[src/rtl/output_capture_fifo.sv]
// output_capture_fifo
//   Captures processor output words (p_o) on every flag-high cycle into a
//   DEPTH-entry FIFO, tagging each with a TAG_W-bit sequence number. Captures
//   that arrive while the FIFO is full (and not being popped) are dropped and
//   counted.
//
// Ports
//   clk        in   single clock, rising edge
//   reset      in   synchronous active-low reset
//   p_o        in   32-bit word to capture
//   flag       in   capture strobe, one capture per high cycle
//   out_data   out  head-of-FIFO data word (0 when empty after reset)
//   out_tag    out  head-of-FIFO sequence tag
//   out_valid  out  FIFO not empty
//   out_ready  in   consumer accepts head when high with out_valid
//   count      out  occupancy 0..DEPTH
//   full       out  count == DEPTH
//   overflow   out  sticky: a capture was dropped since reset
//   drop_cnt   out  saturating count of dropped captures
module output_capture_fifo #(
  parameter int unsigned DEPTH = 8,
  parameter int unsigned TAG_W = 8
) (
  input  logic                       clk,
  input  logic                       reset,
  input  logic [31:0]                p_o,
  input  logic                       flag,
  output logic [31:0]                out_data,
  output logic [TAG_W-1:0]           out_tag,
  output logic                       out_valid,
  input  logic                       out_ready,
  output logic [$clog2(DEPTH):0]     count,
  output logic                       full,
  output logic                       overflow,
  output logic [15:0]                drop_cnt
);

  localparam int unsigned PtrW = $clog2(DEPTH);
  localparam int unsigned CntW = PtrW + 1;

  logic [31:0]      r_mem_data [DEPTH];
  logic [TAG_W-1:0] r_mem_tag  [DEPTH];
  logic [PtrW-1:0]  r_wr_ptr;
  logic [PtrW-1:0]  r_rd_ptr;
  logic [CntW-1:0]  r_count;
  logic [TAG_W-1:0] r_seq;
  logic             r_overflow;
  logic [15:0]      r_drop_cnt;

  logic w_full;
  logic w_empty;
  logic w_pop;
  logic w_push;
  logic w_drop;

  assign w_full  = (r_count == CntW'(DEPTH));
  assign w_empty = (r_count == '0);
  assign w_pop   = !w_empty && out_ready;
  // When full, a same-cycle pop frees the slot the write lands in (wr == rd).
  assign w_push  = flag && (!w_full || w_pop);
  assign w_drop  = flag && w_full && !w_pop;

  // Storage is cleared on reset so out_data/out_tag read 0 right after reset.
  always_ff @(posedge clk) begin
    if (!reset) begin
      for (int i = 0; i < DEPTH; i++) begin
        r_mem_data[i] <= '0;
        r_mem_tag[i]  <= '0;
      end
    end else if (w_push) begin
      r_mem_data[r_wr_ptr] <= p_o;
      r_mem_tag[r_wr_ptr]  <= r_seq;
    end
  end

  always_ff @(posedge clk) begin
    if (!reset) begin
      r_wr_ptr   <= '0;
      r_rd_ptr   <= '0;
      r_count    <= '0;
      r_seq      <= '0;
      r_overflow <= 1'b0;
      r_drop_cnt <= '0;
    end else begin
      if (w_push) begin
        r_wr_ptr <= r_wr_ptr + PtrW'(1);
      end
      if (w_pop) begin
        r_rd_ptr <= r_rd_ptr + PtrW'(1);
      end
      unique case ({w_push, w_pop})
        2'b10:   r_count <= r_count + CntW'(1);
        2'b01:   r_count <= r_count - CntW'(1);
        default: r_count <= r_count;
      endcase
      // Sequence advances on every capture attempt, accepted or dropped.
      if (flag) begin
        r_seq <= r_seq + TAG_W'(1);
      end
      if (w_drop) begin
        r_overflow <= 1'b1;
        if (r_drop_cnt != 16'hFFFF) begin
          r_drop_cnt <= r_drop_cnt + 16'd1;
        end
      end
    end
  end

  assign out_data  = r_mem_data[r_rd_ptr];
  assign out_tag   = r_mem_tag[r_rd_ptr];
  assign out_valid = !w_empty;
  assign count     = r_count;
  assign full      = w_full;
  assign overflow  = r_overflow;
  assign drop_cnt  = r_drop_cnt;

endmodule

[config.mk]
export PLATFORM = sky130hd
export DESIGN_NAME = output_capture_fifo
export DESIGN_NICKNAME = d
export VERILOG_FILES = /design/src/rtl/output_capture_fifo.sv
export SDC_FILE = /design/constraint.sdc
export NUM_CORES = 1
export LEC_CHECK = 0
export CORE_MARGIN = 4
export CORE_UTILIZATION = 25
export DETAILED_ROUTE_END_ITERATION = 8
export MAX_ROUTING_LAYER = met4
export PLACE_DENSITY = 0.47
export SLEW_MARGIN = 20
export SYNTH_ARGS = -nofsm -noshare
export SYNTH_HDL_FRONTEND = slang
export SYNTH_SLANG_ARGS = --single-unit
[constraint.sdc]
create_clock -name clk -period 9.5 [get_ports clk]
set_clock_uncertainty 0.1 [all_clocks]
set_input_delay 1.9 -clock clk [delete_from_list [all_inputs] [get_ports clk]]
set_output_delay 1.9 -clock clk [all_outputs]
set_load 0.01 [all_outputs]
==> flow_metrics.tcl, run 1 <==
set metrics [dict create \
    outcome "completed" \
    critical-path-top-delay-family "buffers and inverters" \
    final_hold_fails 0 \
    min_period_over_period_pct 61.1 \
    detailroute.wirelength.met2_um 19900 \
    crit_chain "buf_4 -> mux4_2 -> mux2_2 -> clkdlybuf4s50_1" \
    grt_overflow_total 0 \
    vdd.ir_drop.worst_mv 0.114 \
    postPlaceCellArea_um2 18000 \
    mappedNetlistArea_um2 16100 \
    critical_path.endpoint_type "output pin" \
    tritoncts "yes" \
    critical_path_class "register to output pin" \
    first_pass_iters 4 \
    tritoncts.num_buffers 42 \
    synth_simple_gate_area_share_pct 16.3 \
    syn_inst 1038 \
    post-synth-top-area-cell "sky130_fd_sc_hd__edfxtp_1" \
    totalPowerFinal_uw 4170 \
    synth-edff-count 320 \
    area_delta_synth_final_pct 20.4 \
    route.top_layer_used "met4" \
    grt_antenna_before_repair 4 \
    die_w_um 261 \
    wire_length_of_the_first_global_routing_pass_um 62900 \
    post_cts_buffers 0 \
    total_leakage_power_uw 0.00663 \
    slowest_stage "sky130_fd_sc_hd__dfxtp_4" \
    route.detailed.vias_per_inst 4.35 \
    postRouteWirelength_um 41200 \
    insertion_delay_ns 0.58 \
    initialDrtViolationCount 538 \
    worst-path-max-fanout 41 \
    seq_area_frac_synth_pct 64.6 \
    synth_top_family_by_area "simple AND/OR/NAND/NOR gates" \
    worstPathArrival_ns 3.81 \
    wl_met1_um 18300 \
    cts_h_tree_depth 2 \
    die_y_um 261 \
    dr_total_vias 8757 \
    cts_buffer_depth 3 \
    syn-num-nets 1079 \
    core_region_area_um2 63300 \
    setup_violations_final 0 \
    cts_hold_repair.buffers 0 \
    achievable-frequency_mhz 172 \
    worstHoldPathType "register to register" \
    powerDensity_nw_per_um2 216 \
    clock-sinks 358 \
    dp_hpwl_um 23200 \
    ys_seq_elements 358 \
    crit_path_max_incr_delay_ns 0.94 \
    synthDominantCellAreaShare_pct 59.9 \
    timing.critical_path.from_type "register" \
    setup_total_negative_slack_ns 0 \
    post_synth.cell_area_avg_um2 15.5 \
    cp_num_buf_inv 2 \
    ys_async_sr_fraction_pct 0 \
    via_count_of_the_first_global_routing_pass 9521 \
    initial_core_util_pct 25.4 \
    max-slew-margin-rel_pct 32.1 \
    worst_pin_slew_ns 1.02 \
    timing.final.crit_period_ns 5.81 \
    synth_compound_area_share_pct 1.58 \
    maxSlewViolCount 0 \
    synth.yosys.warnings 0 \
    die-area_um2 68300 \
    nets 1170 \
    met3WireLength_um 2140 \
    top_area_cells_in_the_synthesized_netlist "sky130_fd_sc_hd__edfxtp_1 60%, sky130_fd_sc_hd__and2_1 13%, sky130_fd_sc_hd__mux4_2 11%, sky130_fd_sc_hd__dfxtp_1 4.7%, sky130_fd_sc_hd__mux2_2 2.8%" \
    yosys_most_used_dff "sky130_fd_sc_hd__edfxtp_1" \
    port-buffer-count 98 \
    overall_fraction_of_global_route_tracks_in_use_pct 12.6 \
    worst-endpoint-required_ns 7.50 \
    synth.area.mux_share_pct 14.2 \
    grt_max_degree 53 \
    detail_route.drc_violations 0 \
    final_routed_wire_length_divided_by_cell_count_um 20.5 \
    cap_violations 0 \
    drtAntennaViolNets 0 \
    row_count 92 \
    synthDistinctLibCells 48 \
    path_clk_slew_ns 0.06 \
    synth-adder-area-share_pct 0.390 \
    synthXorXnorAreaFrac_pct 0.982 \
    cell_area_after_layout_um2 19300 \
    unrepaired_setup_endpoints_after_global_routing "no" \
    cts_resized 0 \
    routabilityCongestion 0.732 \
    floorplan.io_pins 99 \
    drive_gt1_share_pct 19.4 \
    root_buffer "sky130_fd_sc_hd__clkbuf_16" \
]
[layout make-up]
type | count | area [um2]
Sequential cell | 358 | 10400
Inverter | 5 | 18.8
Clock inverter | 20 | 153
Timing Repair Buffer | 117 | 1140
Multi-Input combinational cell | 605 | 5460
Antenna cell | 4 | 10.0
Tap cell | 846 | 1060
Clock buffer | 57 | 1110
Fill cell | 6288 | 44000
[final timing paths]
check / cells past startpoint / from / slack [ns] / end
worst min register to register: 1 / overflow$_SDFFE_PN0P_ / 0.38 / overflow$_SDFFE_PN0P_
worst max-delay path: 4 / register / 3.69 / out_tag[5]
worst max register to register: 5 / count[1]$_SDFFE_PN0P_ / 6.57 / r_mem_data[4][12]$_SDFFCE_PN0P_
worst min-delay path: 1 / overflow$_SDFFE_PN0P_ / 0.38 / overflow$_SDFFE_PN0P_
[cell usage in the layout (no fill, tap or decap), types with 3 or more instances in the layout]
master / Yosys / routed
sky130_fd_sc_hd__or3_1: 6 / 6
sky130_fd_sc_hd__diode_2: 0 / 4
sky130_fd_sc_hd__clkinv_2: 0 / 10
sky130_fd_sc_hd__nand2b_2: 0 / 5
sky130_fd_sc_hd__clkbuf_1: 50 / 15
sky130_fd_sc_hd__o21ai_0: 11 / 9
sky130_fd_sc_hd__nand4_1: 9 / 9
sky130_fd_sc_hd__dfxtp_1: 38 / 35
sky130_fd_sc_hd__ha_1: 5 / 5
sky130_fd_sc_hd__mux2i_1: 3 / 3
sky130_fd_sc_hd__a21boi_1: 3 / 3
sky130_fd_sc_hd__nand3_1: 9 / 9
sky130_fd_sc_hd__nand2b_1: 10 / 4
sky130_fd_sc_hd__nor3_2: 0 / 4
sky130_fd_sc_hd__mux4_2: 80 / 80
sky130_fd_sc_hd__buf_4: 0 / 18
sky130_fd_sc_hd__xnor2_1: 16 / 16
sky130_fd_sc_hd__o21ai_4: 1 / 3
sky130_fd_sc_hd__a21boi_0: 6 / 6
sky130_fd_sc_hd__nand2_1: 15 / 15
sky130_fd_sc_hd__o31ai_1: 3 / 3
sky130_fd_sc_hd__clkbuf_16: 0 / 42
sky130_fd_sc_hd__and2_1: 340 / 340
sky130_fd_sc_hd__clkdlybuf4s50_1: 0 / 97
sky130_fd_sc_hd__inv_1: 5 / 5
sky130_fd_sc_hd__a21oi_1: 3 / 3
sky130_fd_sc_hd__and4_1: 3 / 3
sky130_fd_sc_hd__nor2_1: 10 / 8
sky130_fd_sc_hd__mux2_2: 40 / 40
sky130_fd_sc_hd__edfxtp_1: 320 / 320
sky130_fd_sc_hd__clkinv_1: 0 / 4
[cells by family (layout without fill, tap and decap cells)]
group	count (synthesis)	in the layout
compound gates	36	36
other cells	0	4
flops	358	358
xor+xnor	18	18
simple gates	423	423
mux	123	123
buf+inv	75	199
fa+ha+maj	5	5
[per-stage QoR]
stage | instances | utilization (%) | hold WS, ns | setup WS [ns]
after floorplan | 1038 | - | 0.367 | 3.34
after global placement | 1930 | 28.5 | 0.358 | 4.11
after detailed placement | 1930 | 28.5 | 0.361 | 4.11
after CTS | 2007 | 30.5 | 0.387 | 3.48
after global routing | 2010 | 30.5 | 0.423 | 3.30
final | 2012 | 30.5 | 0.385 | 3.69
[registers in the layout, indices dropped and copies added (netlist names), named ones only]
register,flops
r_seq,8
overflow,1
drop_cnt,16
r_mem_tag,64
r_rd_ptr,3
r_wr_ptr,3
count,4
r_mem_data,256
[power by group]
group / total, uW / internal [uW] / switching (uW)
registers: 1890 / 1790 / 102
logic: 777 / 443 / 334
clock network: 1500 / 829 / 668
total: 4170 / 3060 / 1100
[synth_stat cells, types with 5 or more instances]
master                     count
sky130_fd_sc_hd__xnor2_1      16
sky130_fd_sc_hd__inv_1         5
sky130_fd_sc_hd__nand3_1       9
sky130_fd_sc_hd__nand2b_1     10
sky130_fd_sc_hd__dfxtp_1      38
sky130_fd_sc_hd__nand4_1       9
sky130_fd_sc_hd__o21ai_0      11
sky130_fd_sc_hd__mux2_2       40
sky130_fd_sc_hd__mux4_2       80
sky130_fd_sc_hd__a21boi_0      6
sky130_fd_sc_hd__clkbuf_1     50
sky130_fd_sc_hd__clkbuf_2      7
sky130_fd_sc_hd__ha_1          5
sky130_fd_sc_hd__and2_1      340
sky130_fd_sc_hd__buf_2        11
sky130_fd_sc_hd__or3_1         6
sky130_fd_sc_hd__nand2_1      15
sky130_fd_sc_hd__nor3_1        5
sky130_fd_sc_hd__nor2_1       10
sky130_fd_sc_hd__edfxtp_1    320
[per-layer routing]
layer  vias up  global-route usage [%]
met5         -                       -
met4         0                    3.07
met3        62                    2.69
met2       178                    20.7
met1      4486                    16.1
li1       4031                       -
Power figures use the tool's default switching activity.
==> inputs of run 2 (changes only) <==
Settings changed: PLACE_DENSITY 0.47 to 0.49.
Clock period 9.5 ns to 4.9 ns, I/O delays scaled along.
==> flow_metrics.tcl, run 2 (synthesis results as in run 1) <==
set metrics [dict create \
    outcome "completed" \
    crit_chain "buf_4 -> mux4_2 -> mux2_2 -> clkdlybuf4s50_1" \
    root_buffer "sky130_fd_sc_hd__clkbuf_16" \
    dp_hpwl_um 23600 \
    postPlaceCellArea_um2 18200 \
    cp_num_buf_inv 2 \
    final_hold_fails 0 \
    tritoncts.num_buffers 41 \
    cts_hold_repair.buffers 0 \
    nets 1181 \
    detail_route.drc_violations 0 \
    worst_r2r_endpoint "r_mem_data[7][7]$_SDFFCE_PN0P_" \
    grt_antenna_before_repair 3 \
    layout.cells.most_common_list "340 x sky130_fd_sc_hd__and2_1, 320 x sky130_fd_sc_hd__edfxtp_1, 97 x sky130_fd_sc_hd__clkdlybuf4s50_1" \
    powerDensity_nw_per_um2 422 \
    die_y_um 261 \
    unrepaired_setup_endpoints_after_global_routing "no" \
    place_ws_ns 0.967 \
    core_region_area_um2 63300 \
    timing.critical_path.from_type "register" \
    busiest_layer "met2" \
    cap_violations 0 \
    hp-start "overflow$_SDFFE_PN0P_" \
    area_delta_synth_final_pct 21.3 \
    routabilityCongestion 0.714 \
    achievable-frequency_mhz 240 \
    regToRegSetupSlack_ns 2.10 \
    use_met1_pct 15.5 \
    worstPathArrival_ns 3.09 \
    crit_path_max_incr_delay_ns 0.83 \
    overall_fraction_of_global_route_tracks_in_use_pct 12.0 \
    groute.layer.met3.usage_pct 2.69 \
    dr_total_vias 8699 \
    insertion_delay_ns 0.56 \
    postRouteWirelength_um 39800 \
    first_pass_iters 4 \
    cell_area_after_layout_um2 19500 \
    grt_overflow_total 0 \
    grt_max_degree 45 \
    min_delay_worst_endpoint "overflow$_SDFFE_PN0P_" \
    largest_reg_flops 256 \
    critical_path.endpoint_type "output pin" \
    drive_gt1_share_pct 20.1 \
    final_routed_wire_length_divided_by_cell_count_um 19.7 \
    die_w_um 261 \
    cts_buffer_depth 3 \
    die-area_um2 68300 \
    mostFrequentLayoutCell "sky130_fd_sc_hd__and2_1" \
    reg_to_reg_start "count[1]$_SDFFE_PN0P_" \
    floorplan.io_pins 99 \
    worst-endpoint-required_ns 3.82 \
    timing.final.crit_period_ns 4.17 \
    cts_resized 0 \
    worst-path-stages 4 \
    vdd.ir_drop.worst_mv 0.219 \
    initialDrtViolationCount 522 \
    setup_violations_final 0 \
    clock-sinks 358 \
    post_cts_buffers 0 \
    critical_path_class "register to output pin" \
    ff2ff_path_depth 5 \
    slowest_stage "sky130_fd_sc_hd__dfxtp_4" \
    worst_pin_slew_ns 0.819 \
    cts_h_tree_depth 2 \
    row_count 92 \
    cell_depth_of_the_worst_min_delay_path 1 \
    maxSlewViolCount 0 \
    worstHoldPathType "register to register" \
    critical-path-top-delay-family "buffers and inverters" \
    drtAntennaViolNets 0 \
    tritoncts "yes" \
    port-buffer-count 98 \
    initial_core_util_pct 25.4 \
    grt.met2_usage_pct 19.5 \
    utilization_pct 30.8 \
    top_register "r_mem_data" \
    max-slew-margin-rel_pct 45.2 \
    route.detailed.vias_per_inst 4.30 \
    worst-path-max-fanout 32 \
    total_leakage_power_uw 0.00672 \
    wire_length_of_the_first_global_routing_pass_um 59900 \
    min_period_over_period_pct 85.0 \
    setup_total_negative_slack_ns 0 \
    setup_ws_ns 0.733 \
    via_count_of_the_first_global_routing_pass 9387 \
    path_clk_slew_ns 0.06 \
]
run 2: routing by layer:
metal  part of all wire (%)  routed length [um]
met1                     45               17900
met3                    4.7                1890
met4                    1.8                 697
met5                      0                   0
met2                     48               19200
run 2: worst max path at each step:
stage / to / startpoint / slack (ns)
after CTS: out_data[10] / register / 0.60
final: out_data[10] / register / 0.73
after floorplan: r_mem_data[7][0]$_SDFFCE_PN0P_ / out_ready / -0.34
after global routing: out_data[12] / register / 0.49
after global placement: r_mem_data[7][7]$_SDFFCE_PN0P_ / out_ready / 1.07
after detailed placement: r_mem_data[7][7]$_SDFFCE_PN0P_ / out_ready / 0.97
run 2: area by class of cell:
class                      count  area, um2
inverter                       5       18.8
tap                          846       1060
clock buffer                  49       1060
timing repair buffer         129       1260
fill                        6240      43800
antenna                        3       7.51
multi-input combinational    605       5450
sequential                   358      10400
clock inverter                26        249
run 2: metrics by stage:
| stage | std cells | power, uW | hold WS, ns |
|---|---|---|---|
| floorplan | 1038 | 4650 | 0.367 |
| global placement | 1943 | 5360 | 0.366 |
| finish | 2021 | 8220 | 0.373 |
| global route | 2021 | 8600 | 0.405 |
| detailed placement | 1943 | 5370 | 0.363 |
| CTS | 2018 | 8390 | 0.376 |
run 2: power breakdown:
group	internal [uW]	switching, uW
Clock	1720	1270
Sequential	3470	183
Combinational	900	677
==> inputs of run 3 (changes only) <==
Settings changed: MAX_ROUTING_LAYER met4 to default.
==> flow_metrics.tcl, run 3 (synthesis results as in run 1) <==
set metrics [dict create \
    achievable-frequency_mhz 240 \
    area_delta_synth_final_pct 21.3 \
    cts_hold_repair.buffers 0 \
    maxSlewViolCount 0 \
    grt_antenna_before_repair 3 \
    grt_max_degree 45 \
    final_routed_wire_length_divided_by_cell_count_um 19.7 \
    ff2ff_path_depth 5 \
    power.share.sequential_pct 44.5 \
    power.combinational.fraction_pct 19.2 \
    die_y_um 261 \
    cell_depth_of_the_worst_min_delay_path 1 \
    clock-sinks 358 \
    drive_gt1_share_pct 20.1 \
    routabilityCongestion 0.706 \
    dp_hpwl_um 23600 \
    worstPathArrival_ns 3.08 \
    initialDrtViolationCount 505 \
    cts_h_tree_depth 2 \
    crit_path_max_incr_delay_ns 0.83 \
    critical_path_class "register to output pin" \
    hp-start "overflow$_SDFFE_PN0P_" \
    insertion_delay_ns 0.56 \
    dr_total_vias 8747 \
    top_register "r_mem_data" \
    cts_buffer_depth 3 \
    final_hold_fails 0 \
    first_pass_iters 5 \
    core_region_area_um2 63300 \
    route.detailed.vias_per_inst 4.33 \
    worstHoldPathType "register to register" \
    timing.critical_path.from_type "register" \
    detail_route.drc_violations 0 \
    tritoncts "yes" \
    vdd.ir_drop.worst_mv 0.218 \
    post_cts_buffers 0 \
    tritoncts.num_buffers 41 \
    layout.cells.most_common_list "340 x sky130_fd_sc_hd__and2_1, 320 x sky130_fd_sc_hd__edfxtp_1, 97 x sky130_fd_sc_hd__clkdlybuf4s50_1" \
    via_count_of_the_first_global_routing_pass 9396 \
    root_buffer "sky130_fd_sc_hd__clkbuf_16" \
    nets 1181 \
    totalPowerFinal_uw 8220 \
    clkPwrFrac_pct 36.3 \
    floorplan.io_pins 99 \
    cp_num_buf_inv 2 \
    setup_violations_final 0 \
    drtAntennaViolNets 0 \
    postPlaceCellArea_um2 18200 \
    setup_total_negative_slack_ns 0 \
    route.top_layer_used "met5" \
    net_switching_power_uw 2130 \
    wl_met1_um 17700 \
    die-area_um2 68300 \
    slowest_stage "sky130_fd_sc_hd__dfxtp_4" \
    worst_r2r_endpoint "r_mem_tag[7][3]$_SDFFCE_PN0P_" \
    mostFrequentLayoutCell "sky130_fd_sc_hd__and2_1" \
    finalHoldWorstSlack_ns 0.375 \
    netSwitchingFraction_pct 25.9 \
    detailroute.wirelength.met2_um 19300 \
    path_clk_slew_ns 0.06 \
    row_count 92 \
    timing.final.crit_period_ns 4.16 \
    regToRegSetupSlack_ns 2.11 \
    postRouteWirelength_um 39700 \
    wire_length_of_the_first_global_routing_pass_um 59900 \
    outcome "completed" \
    die_w_um 261 \
    overall_fraction_of_global_route_tracks_in_use_pct 11.6 \
    n_fill_cell 6241 \
    unrepaired_setup_endpoints_after_global_routing "no" \
    largest_reg_flops 256 \
    initial_core_util_pct 25.4 \
    grt_overflow_total 0 \
    crit_chain "buf_4 -> mux4_2 -> mux2_2 -> clkdlybuf4s50_1" \
    worst-endpoint-required_ns 3.82 \
    reg_to_reg_start "count[1]$_SDFFE_PN0P_" \
    power_report.internal_total_uw 6090 \
    min_delay_worst_endpoint "overflow$_SDFFE_PN0P_" \
    total_leakage_power_uw 0.00672 \
    cap_violations 0 \
    port-buffer-count 98 \
    cell_area_after_layout_um2 19500 \
    worst-path-max-fanout 32 \
    worst_pin_slew_ns 0.809 \
    cts_resized 0 \
    powerDensity_nw_per_um2 422 \
    min_period_over_period_pct 84.9 \
    met3WireLength_um 1940 \
    max-slew-margin-rel_pct 45.9 \
    critical_path.endpoint_type "output pin" \
    critical-path-top-delay-family "buffers and inverters" \
]
==> run 3: cell types whose count changed in the layout (fill, tap and decap cells not counted) <==
cell / delta
sky130_fd_sc_hd__diode_2: -2
==> run 3: worst max path at each step <==
stage | from | cells after the start | endpoint
detailed placement | out_ready | 6 | r_mem_data[7][7]$_SDFFCE_PN0P_
CTS | register | 4 | out_data[10]
global route | register | 4 | out_data[12]
finish | register | 4 | out_data[10]
floorplan | out_ready | 6 | r_mem_data[7][0]$_SDFFCE_PN0P_
global placement | out_ready | 6 | r_mem_data[7][7]$_SDFFCE_PN0P_
==> run 3: power groups by stage <==
stage | Sequential, uW | Combinational (uW) | Clock [uW]
6_report | 3660 | 1580 | 2980
5_1_grt | 3690 | 1710 | 3200
4_1_cts | 3670 | 1640 | 3070
3_5_place_dp | 3730 | 1630 | 0
3_3_place_gp | 3730 | 1630 | 0
2_1_floorplan | 3590 | 1060 | 0
==> run 3: layer usage <==
| metal | GRT usage [%] | up-vias |
|---|---|---|
| li1 | - | 4036 |
| met1 | 15.5 | 4481 |
| met2 | 19.5 | 172 |
| met3 | 2.69 | 54 |
| met4 | 2.54 | 4 |
| met5 | 0 | - |
==> run 3: cell type report <==
cell class                 count  area (um2)  area share [%]
clock inverter                26         249            1.28
timing repair buffer         129        1260            6.46
tap                          846        1060            5.44
sequential                   358       10400            53.3
antenna                        1        2.50          0.0129
multi-input combinational    605        5450            28.0
clock buffer                  49        1060            5.42
inverter                       5        18.8          0.0964
==> run 3: metrics by stage <==
| stage | worst slack (ns) | util, % | cells |
|---|---|---|---|
| after floorplan | -0.337 | - | 1038 |
| after global placement | 1.07 | 28.7 | 1943 |
| after detailed placement | 0.967 | 28.7 | 1943 |
| after CTS | 0.601 | 30.7 | 2018 |
| after global routing | 0.487 | 30.7 | 2018 |
| final | 0.739 | 30.8 | 2019 |
